--- config.mk ---
export PLATFORM = sky130hd
export DESIGN_NAME = idiv_wb_buffer
export DESIGN_NICKNAME = d
export VERILOG_FILES = /design/src/rtl/bsg_vanilla_pkg.sv /design/src/rtl/idiv_wb_queue.sv /design/src/rtl/idiv_wb_buffer.sv
export SDC_FILE = /design/constraint.sdc
export NUM_CORES = 1
export LEC_CHECK = 0
export CAP_MARGIN = 20
export CELL_PAD_IN_SITES_DETAIL_PLACEMENT = 1
export CELL_PAD_IN_SITES_GLOBAL_PLACEMENT = 1
export CORE_MARGIN = 1
export CORE_UTILIZATION = 42
export CTS_CLUSTER_SIZE = 28
export DETAILED_ROUTE_END_ITERATION = 7
export HOLD_SLACK_MARGIN = 0.1
export PLACE_DENSITY_LB_ADDON = 0.25
export SETUP_SLACK_MARGIN = 0.3
export SLEW_MARGIN = 0
export SYNTH_ARGS = -nofsm -noshare
export SYNTH_HDL_FRONTEND = slang
export SYNTH_SLANG_ARGS = --single-unit
--- constraint.sdc ---
create_clock -name clk_i -period 6.5 [get_ports clk_i]
set_input_delay 1.625 -clock clk_i [delete_from_list [all_inputs] [get_ports clk_i]]
set_output_delay 1.625 -clock clk_i [all_outputs]
set_load 0.02 [all_outputs]
--- src/rtl/bsg_vanilla_pkg.sv ---
// Shared types and constants for the vanilla core integer divider writeback path.
//   reg_data_width_gp   : integer register width
//   reg_addr_width_gp   : integer register index width
//   idiv_wb_max_wait_gp : blocked cycles tolerated before the pipeline is stalled
//   idiv_wb_entry_s     : one buffered divider result {rd, data}
//   idiv_wb_stall_e     : stall flag state (idle / forcing a pipeline writeback bubble)
package bsg_vanilla_pkg;

  localparam int unsigned reg_data_width_gp   = 32;
  localparam int unsigned reg_addr_width_gp   = 5;
  localparam int unsigned idiv_wb_max_wait_gp = 8;

  typedef struct packed {
    logic [reg_addr_width_gp-1:0] rd;
    logic [reg_data_width_gp-1:0] data;
  } idiv_wb_entry_s;

  typedef enum logic {
    StIdle,
    StForce
  } idiv_wb_stall_e;

endpackage

--- src/rtl/idiv_wb_queue.sv ---
// Small 1r1w circular buffer with occupancy count.
//   clk_i, reset_n_i : clock, asynchronous active-low reset (clears pointers/count)
//   enq_i, data_i    : write data_i at the tail (caller guarantees not full)
//   deq_i            : drop the head entry (caller guarantees not empty)
//   data_o           : head entry (raw storage, undefined while empty)
//   full_o, empty_o  : occupancy flags from the registered count
module idiv_wb_queue #(
  parameter int unsigned width_p = 37,
  parameter int unsigned els_p   = 2
) (
  input  logic               clk_i,
  input  logic               reset_n_i,
  input  logic               enq_i,
  input  logic [width_p-1:0] data_i,
  input  logic               deq_i,
  output logic [width_p-1:0] data_o,
  output logic               full_o,
  output logic               empty_o
);

  localparam int unsigned ptr_width_lp = (els_p > 1) ? $clog2(els_p) : 1;
  localparam int unsigned cnt_width_lp = $clog2(els_p + 1);
  localparam logic [ptr_width_lp-1:0] last_ptr_lp = ptr_width_lp'(els_p - 1);
  localparam logic [cnt_width_lp-1:0] els_lp      = cnt_width_lp'(els_p);

  logic [width_p-1:0]      mem_q [els_p];
  logic [ptr_width_lp-1:0] wr_ptr_q, wr_ptr_d;
  logic [ptr_width_lp-1:0] rd_ptr_q, rd_ptr_d;
  logic [cnt_width_lp-1:0] count_q, count_d;

  // Explicit wrap compare keeps non-power-of-two depths correct.
  always_comb begin
    wr_ptr_d = wr_ptr_q;
    rd_ptr_d = rd_ptr_q;
    count_d  = count_q;
    if (enq_i) wr_ptr_d = (wr_ptr_q == last_ptr_lp) ? '0 : wr_ptr_q + 1'b1;
    if (deq_i) rd_ptr_d = (rd_ptr_q == last_ptr_lp) ? '0 : rd_ptr_q + 1'b1;
    case ({enq_i, deq_i})
      2'b10:   count_d = count_q + 1'b1;
      2'b01:   count_d = count_q - 1'b1;
      default: count_d = count_q;
    endcase
  end

  always_ff @(posedge clk_i or negedge reset_n_i) begin
    if (!reset_n_i) begin
      wr_ptr_q <= '0;
      rd_ptr_q <= '0;
      count_q  <= '0;
    end else begin
      wr_ptr_q <= wr_ptr_d;
      rd_ptr_q <= rd_ptr_d;
      count_q  <= count_d;
    end
  end

  // Storage is intentionally not reset.
  always_ff @(posedge clk_i) begin
    if (enq_i) mem_q[wr_ptr_q] <= data_i;
  end

  assign data_o  = mem_q[rd_ptr_q];
  assign full_o  = (count_q == els_lp);
  assign empty_o = (count_q == '0);

`ifndef SYNTHESIS
  a_no_enq_full: assert property (@(posedge clk_i) disable iff (!reset_n_i) !(enq_i && full_o))
    else $error("idiv_wb_queue: enqueue while full");
  a_count_range: assert property (@(posedge clk_i) disable iff (!reset_n_i) count_q <= els_lp)
    else $error("idiv_wb_queue: count above depth");
`endif

endmodule

--- src/rtl/idiv_wb_buffer.sv ---
// Writeback buffer between the iterative divider and the integer regfile write port.
//   clk_i, reset_n_i              : clock, asynchronous active-low reset
//   idiv_v_i/rd_i/result_i        : divider result stream, idiv_yumi_o consumes it
//   pipe_wb_v_i                   : main pipeline owns the write port this cycle (has priority)
//   wb_v_o/wb_rd_o/wb_data_o      : buffered regfile write (rd/data are zero while empty)
//   sb_clear_v_o/sb_clear_rd_o    : scoreboard clear, same cycle as the write
//   stall_pipe_o                  : pipeline must skip writeback next cycle (anti-starvation)
//   empty_o                       : buffer empty, used for fence/drain
module idiv_wb_buffer
  import bsg_vanilla_pkg::*;
#(
  parameter int unsigned data_width_p     = reg_data_width_gp,
  parameter int unsigned reg_addr_width_p = reg_addr_width_gp,
  parameter int unsigned els_p            = 2,
  parameter int unsigned max_wait_p       = idiv_wb_max_wait_gp
) (
  input  logic                        clk_i,
  input  logic                        reset_n_i,
  input  logic                        idiv_v_i,
  input  logic [reg_addr_width_p-1:0] idiv_rd_i,
  input  logic [data_width_p-1:0]     idiv_result_i,
  output logic                        idiv_yumi_o,
  input  logic                        pipe_wb_v_i,
  output logic                        wb_v_o,
  output logic [reg_addr_width_p-1:0] wb_rd_o,
  output logic [data_width_p-1:0]     wb_data_o,
  output logic                        sb_clear_v_o,
  output logic [reg_addr_width_p-1:0] sb_clear_rd_o,
  output logic                        stall_pipe_o,
  output logic                        empty_o
);

  localparam int unsigned entry_width_lp = reg_addr_width_p + data_width_p;
  localparam int unsigned wait_width_lp  = $clog2(max_wait_p + 1);
  localparam logic [wait_width_lp-1:0] max_wait_lp = wait_width_lp'(max_wait_p);

  logic [entry_width_lp-1:0] head;
  logic                      q_full, q_empty;
  logic [wait_width_lp-1:0]  wait_q, wait_d;
  idiv_wb_stall_e            state_q, state_d;

  // Full comes from the registered count, so a same-cycle dequeue never frees a slot.
  assign idiv_yumi_o = idiv_v_i & ~q_full;
  assign wb_v_o      = ~q_empty & ~pipe_wb_v_i;

  idiv_wb_queue #(
    .width_p (entry_width_lp),
    .els_p   (els_p)
  ) u_queue (
    .clk_i     (clk_i),
    .reset_n_i (reset_n_i),
    .enq_i     (idiv_yumi_o),
    .data_i    ({idiv_rd_i, idiv_result_i}),
    .deq_i     (wb_v_o),
    .data_o    (head),
    .full_o    (q_full),
    .empty_o   (q_empty)
  );

  // Mask uninitialised storage so the write bus is quiet while empty.
  assign {wb_rd_o, wb_data_o} = q_empty ? '0 : head;
  assign sb_clear_v_o         = wb_v_o;
  assign sb_clear_rd_o        = wb_rd_o;
  assign empty_o              = q_empty;

  // Counts consecutive cycles the head was ready but lost the port; saturates.
  always_comb begin
    wait_d = wait_q;
    if (q_empty || wb_v_o) begin
      wait_d = '0;
    end else if (pipe_wb_v_i && (wait_q != max_wait_lp)) begin
      wait_d = wait_q + 1'b1;
    end
  end

  always_comb begin
    state_d = state_q;
    case (state_q)
      StIdle:  if (wait_d == max_wait_lp) state_d = StForce;
      StForce: if (wb_v_o || q_empty) state_d = StIdle;
      default: state_d = StIdle;
    endcase
  end

  always_ff @(posedge clk_i or negedge reset_n_i) begin
    if (!reset_n_i) begin
      wait_q  <= '0;
      state_q <= StIdle;
    end else begin
      wait_q  <= wait_d;
      state_q <= state_d;
    end
  end

  assign stall_pipe_o = (state_q == StForce);

`ifndef SYNTHESIS
  // The pipeline still wins if it ignores the stall; flag it but keep running.
  a_stall_honoured: assert property (@(posedge clk_i) disable iff (!reset_n_i)
    !(pipe_wb_v_i && stall_pipe_o))
    else $warning("idiv_wb_buffer: pipe_wb_v_i high while stall_pipe_o is set");
  a_idiv_stable: assert property (@(posedge clk_i) disable iff (!reset_n_i)
    (idiv_v_i && !idiv_yumi_o) |=>
      (idiv_v_i && $stable(idiv_rd_i) && $stable(idiv_result_i)))
    else $error("idiv_wb_buffer: divider result dropped or changed before yumi");
`endif

endmodule

# Yosys cells after proc, flatten, opt, wreduce, memory -nomap -nowiden
# Memory sizes are Yosys's and may differ from the RTL's.
# Index checks and enable logic that the tools add are counted.
# classes
n_eq_ne	5
addsub	5
reduce_logical	4
mux	11
bitwise_logic	6
# op_table
op	n
$mux 37	1
$mux 4	2
$mux 1	6
$add 4x1->4 const B	1
$eq 2x2->1 const B	2
$eq 4x4->1 const B	1
$ne 4x4->1 const B	1
$not 1->1	4
$pmux 2 s2	1
$add 1x1->1 const B	2
$add 2x1->2 const B	1
$and 1x1->1	2
$eq 2x1->1 const B	1
$logic_not 2->1	1
$pmux 1 s2	1
$reduce_bool 2->1	1
$sub 2x1->2 const B	1
$logic_and 1x1->1	1
$logic_or 1x1->1	1
# totals
n_memories	1
regBits	9
inputBits	41
output_inout_bits	47
word_cells	37
ramBits	74
# mem_list
memory	depth	width	rd	rd_clocked_by_memory_dff	write_ports	line	text
u_queue.mem_q	2	37	1	0	1	idiv_wb_queue.sv:26	logic [width_p-1:0] mem_q [els_p];

# Depth between registers and ports, before layout
# depth
depth_word	8
depth_mapped	6
ltp_nobuf	6

# By module
# A second synthesis with hierarchy kept.
# hier_totals
cells_unflattened	206
area_unflattened_um2	3513.4
# by_module_without_submodules
module	area_per_inst_um2	seq_area_each_um2	n_inst	cells_each
idiv_wb_queue	2936.6	2322.2	1	131
idiv_wb_buffer	576.8	125.1	1	75

# Worst setup path after synthesis
# Ideal clock, no wire load.
# synth_timing
path_kind	in2out
start	input port pipe_wb_v_i
end	output port wb_v_o
path_buffers	1
path_slack_ns	2.599
stages	2
arrival_time_ns	2.276
t_required_ns	4.875
path_cell_list	nor2_1 buf_4
# synth_between
elab_chain_len	2
# synth_lines
item	line	text
start: declaration	idiv_wb_buffer.sv:23	input logic pipe_wb_v_i,
$not 1->1	idiv_wb_buffer.sv:44	assign wb_v_o = ~q_empty & ~pipe_wb_v_i;
$and 1x1->1	idiv_wb_buffer.sv:44	
end: declaration	idiv_wb_buffer.sv:24	output logic wb_v_o,
# Every way passes these cells.

# Worst setup path in the final report
# Ends and elaborated chain as after synthesis.

==> results.yml <==
routing:
  route.detailed.vias_per_inst: 4.88
  drcViolationCount: 0
  drt_iter0_markers: 38
  routed_wl_um: 6590
  routed_wire_length_per_instance_um: 16.4
  final_antenna_net_count: 0
  detailedRoute.firstPassIterationCount: 4
  detailroute.via_count: 1963
power:
  power.sequential.fraction: 0.357
  peakVddDrop_v: 0.000294
  power-per-cell-area_nw_per_um2: 495
  sw_frac: 0.350
  fin_total_pwr_uw: 2240
  clock_power_share: 0.209
  leakagePower_uw: 0.00170
  p_switching_uw: 783
  part_of_the_power_in_combinational_logic: 0.434
  cell_internal_pwr_uw: 1460
layout:
  multi_input_comb_area_sq_um: 779
  final.fill_count: 725
  finish.net_count: 341
  post_route_cells_drive_above_1_share: 0.0733
  sequential_cell_area_sq_um: 2450
  layout_common_cells: "87 x clkdlybuf4s50_1, 74 x edfxtp_1, 44 x nor2_1, 38 x mux2i_1, 9 x clkbuf_8"
  most_common_library_cell_in_the_layout_ignoring_fill_and_taps: "clkdlybuf4s50_1"
  num_antenna_cells: 0
  area_delta_synth_final_pct: 36.4
timing:
  drv_slew: 0
  layout_skew_ns: 0.00704
  slew_headroom: 0.322
  period_minus_slack_ns: 4.65
  fin_crit_sh: 0.716
  final-hold-violation-count: 0
  grt_setup_unrepaired: "false"
  worstMarginPinSlew_ns: 1.02
  finalSetupViolations: 0
  finalSetupTns_ns: 0
  postLayoutSetupSlackWorst_ns: 1.85
  fmax_mhz: 215
die:
  floorplan.core_area_sq_um: 7690
  die_width_um: 90.9
  num_io_pins: 88
  start_util: 0.431
  die_area_sq_um: 8260
  standard_cell_row_count: 32
  die_h_um: 90.9
clock_tree:
  cts.sink_count: 83
  cts.clk_slew.worst_paths_ns: 0.08
  post-cts-setup-buffers: 0
  max-clock-path-buffers: 2
  cts_max_level: 3
  post_cts_resize_count: 0
  number_of_buffers_inserted_for_hold_repair_after_clock_tree_synthesis: 0
  clock-root-buffer: "clkbuf_8"
  tritoncts.num_buffers: 9
  cts_tree: "yes"
  worst_skew_pair.late_latency_ns: 0.35
critical_path:
  worstPathMaxFanout: 4
  timing.critical_path.to_type: "output port"
  worst_r2r_start: "u_queue.count_q[0]"
  ff2ff_setup_slack_ns: 4.28
  r2r_end: "u_queue.count_q[1]"
  worst_ep_required_time_ns: 4.88
  setup_cp_type: "in -> out"
  cp_data_arrival_time_ns: 3.03
  critPathLaunch: "pipe_wb_v_i"
  type_of_element_launching_the_critical_path: "primary input"
  rr_worst_depth: 5
placement:
  port-buffer-count: 87
  detailed_place_hpwl_um: 4220
  place_congestion: 0.760
  preCtsSetupSlack_ns: 1.83
synth:
  synth.cell_area_sq_um: 3320
  muxShareOfSynthArea: 0.115
  synth_xor_area_frac: 0.0211
  synth-compound-area-share: 0.0140
  mapped_nets: 255
  yosys_warnings: 0
  postSynthRegisterBits: 83
  adder_cell_share_of_the_synthesized_area: 0.0113
  main_combinational_cell_family_by_area_after_synthesis: "multiplexers"
  postSynthCellCount: 211
  yosys.cell_types.count: 23
  yosys.area_share.simple: 0.0690
  synth_enable_flop_cells: 74
  yosysSeqAreaShare: 0.738
  post_synth_arst_share: 0.108
  yosys_most_used_dff: "edfxtp_1"
  mapped_avg_cell_area_sq_um: 15.7
min_path:
  worstHoldPathType: "reg -> reg"
  worst_hold_startpoint: "u_queue.wr_ptr_q"
  whs_endpoint: "u_queue.wr_ptr_q"
  hold_critical_path_depth: 1
global_routing:
  grt_first_pass_wirelength_um: 10500
  grt_pass1_vias: 2144
  grt_max_degree: 41
  antenna_found_initial: 0
  grt.overflow.total: 0
  global_route.usage.total: 0.173
run:
  timing.max_cap.violations: 0
outcome:
  result_of_the_run: "complete, no violations"
-- final cells by class --
cell class	count	area share
Sequential cell	83	0.541
Timing Repair Buffer	89	0.199
Multi-Input combinational cell	109	0.172
Clock inverter	5	0.0282
Tap cell	102	0.0282
Clock buffer	9	0.0274
Inverter	5	0.00415
-- cell usage after synthesis (all sizes together) (2+ instances only) --
master	count	area [sq um]
o21ai	2	10.0
buf	12	80.1
nand3b	2	27.5
edfxtp	74	2220
mux2i	38	380
inv	5	18.8
a21oi	3	15.0
dfrtp	9	225
ha	3	37.5
clkbuf	2	7.51
xnor2	5	43.8
nor2	46	173
xor2	3	26.3
-- critical path, cell delays in order --
cell and delay (ns):
clkdlybuf4s50_1 0.46, nor2_1 0.28, clkdlybuf4s50_1 0.67
-- flip-flops by register name (all words and copies together), names as in the netlist --
name / flops
u_queue.rd_ptr_q: 1
stall_pipe_o: 1
wait_q: 4
u_queue.count_q: 2
u_queue.wr_ptr_q: 1
u_queue.mem_q: 74
-- how the worst max path moves through the flow --
stage | to | cells past startpoint
3_5_place_dp | wb_v_o | 3
3_3_place_gp | sb_clear_v_o | 3
5_1_grt | sb_clear_v_o | 3
6_report | wb_v_o | 3
4_1_cts | wb_v_o | 3
2_1_floorplan | wb_v_o | 2
-- layer usage --
layer | GRT usage | routed length [um]
met5 | 0 | 0
met4 | 0.115 | 191
met1 | 0.187 | 2640
met2 | 0.302 | 3440
met3 | 0.0404 | 320
-- power by group through the flow --
| stage | sequential, uW | combinational (uW) | clock, uW |
|---|---|---|---|
| floorplan | 770 | 599 | 0 |
| global placement | 809 | 955 | 0 |
| detailed placement | 816 | 978 | 0 |
| CTS | 805 | 985 | 477 |
| global route | 817 | 1040 | 490 |
| finish | 801 | 972 | 467 |
-- stage by stage --
stage	util	std cells	instance area, sq um	hold WS (ns)
2_1_floorplan	-	211	3320	0.460
3_3_place_gp	0.553	387	4250	0.533
3_5_place_dp	0.556	388	4270	0.538
4_1_cts	0.589	402	4520	0.550
5_1_grt	0.589	402	4520	0.575
6_report	0.589	402	4520	0.542
-- cell families after synthesis --
family / count (synthesis)
buffers and inverters: 19
XOR/XNOR: 8
adder cells (fa/ha/maj): 3
AO/OA/AOI/OAI: 7
multiplexers: 38
AND/OR/NAND/NOR: 53
flip-flops: 83
Power figures use the tool's default switching activity.
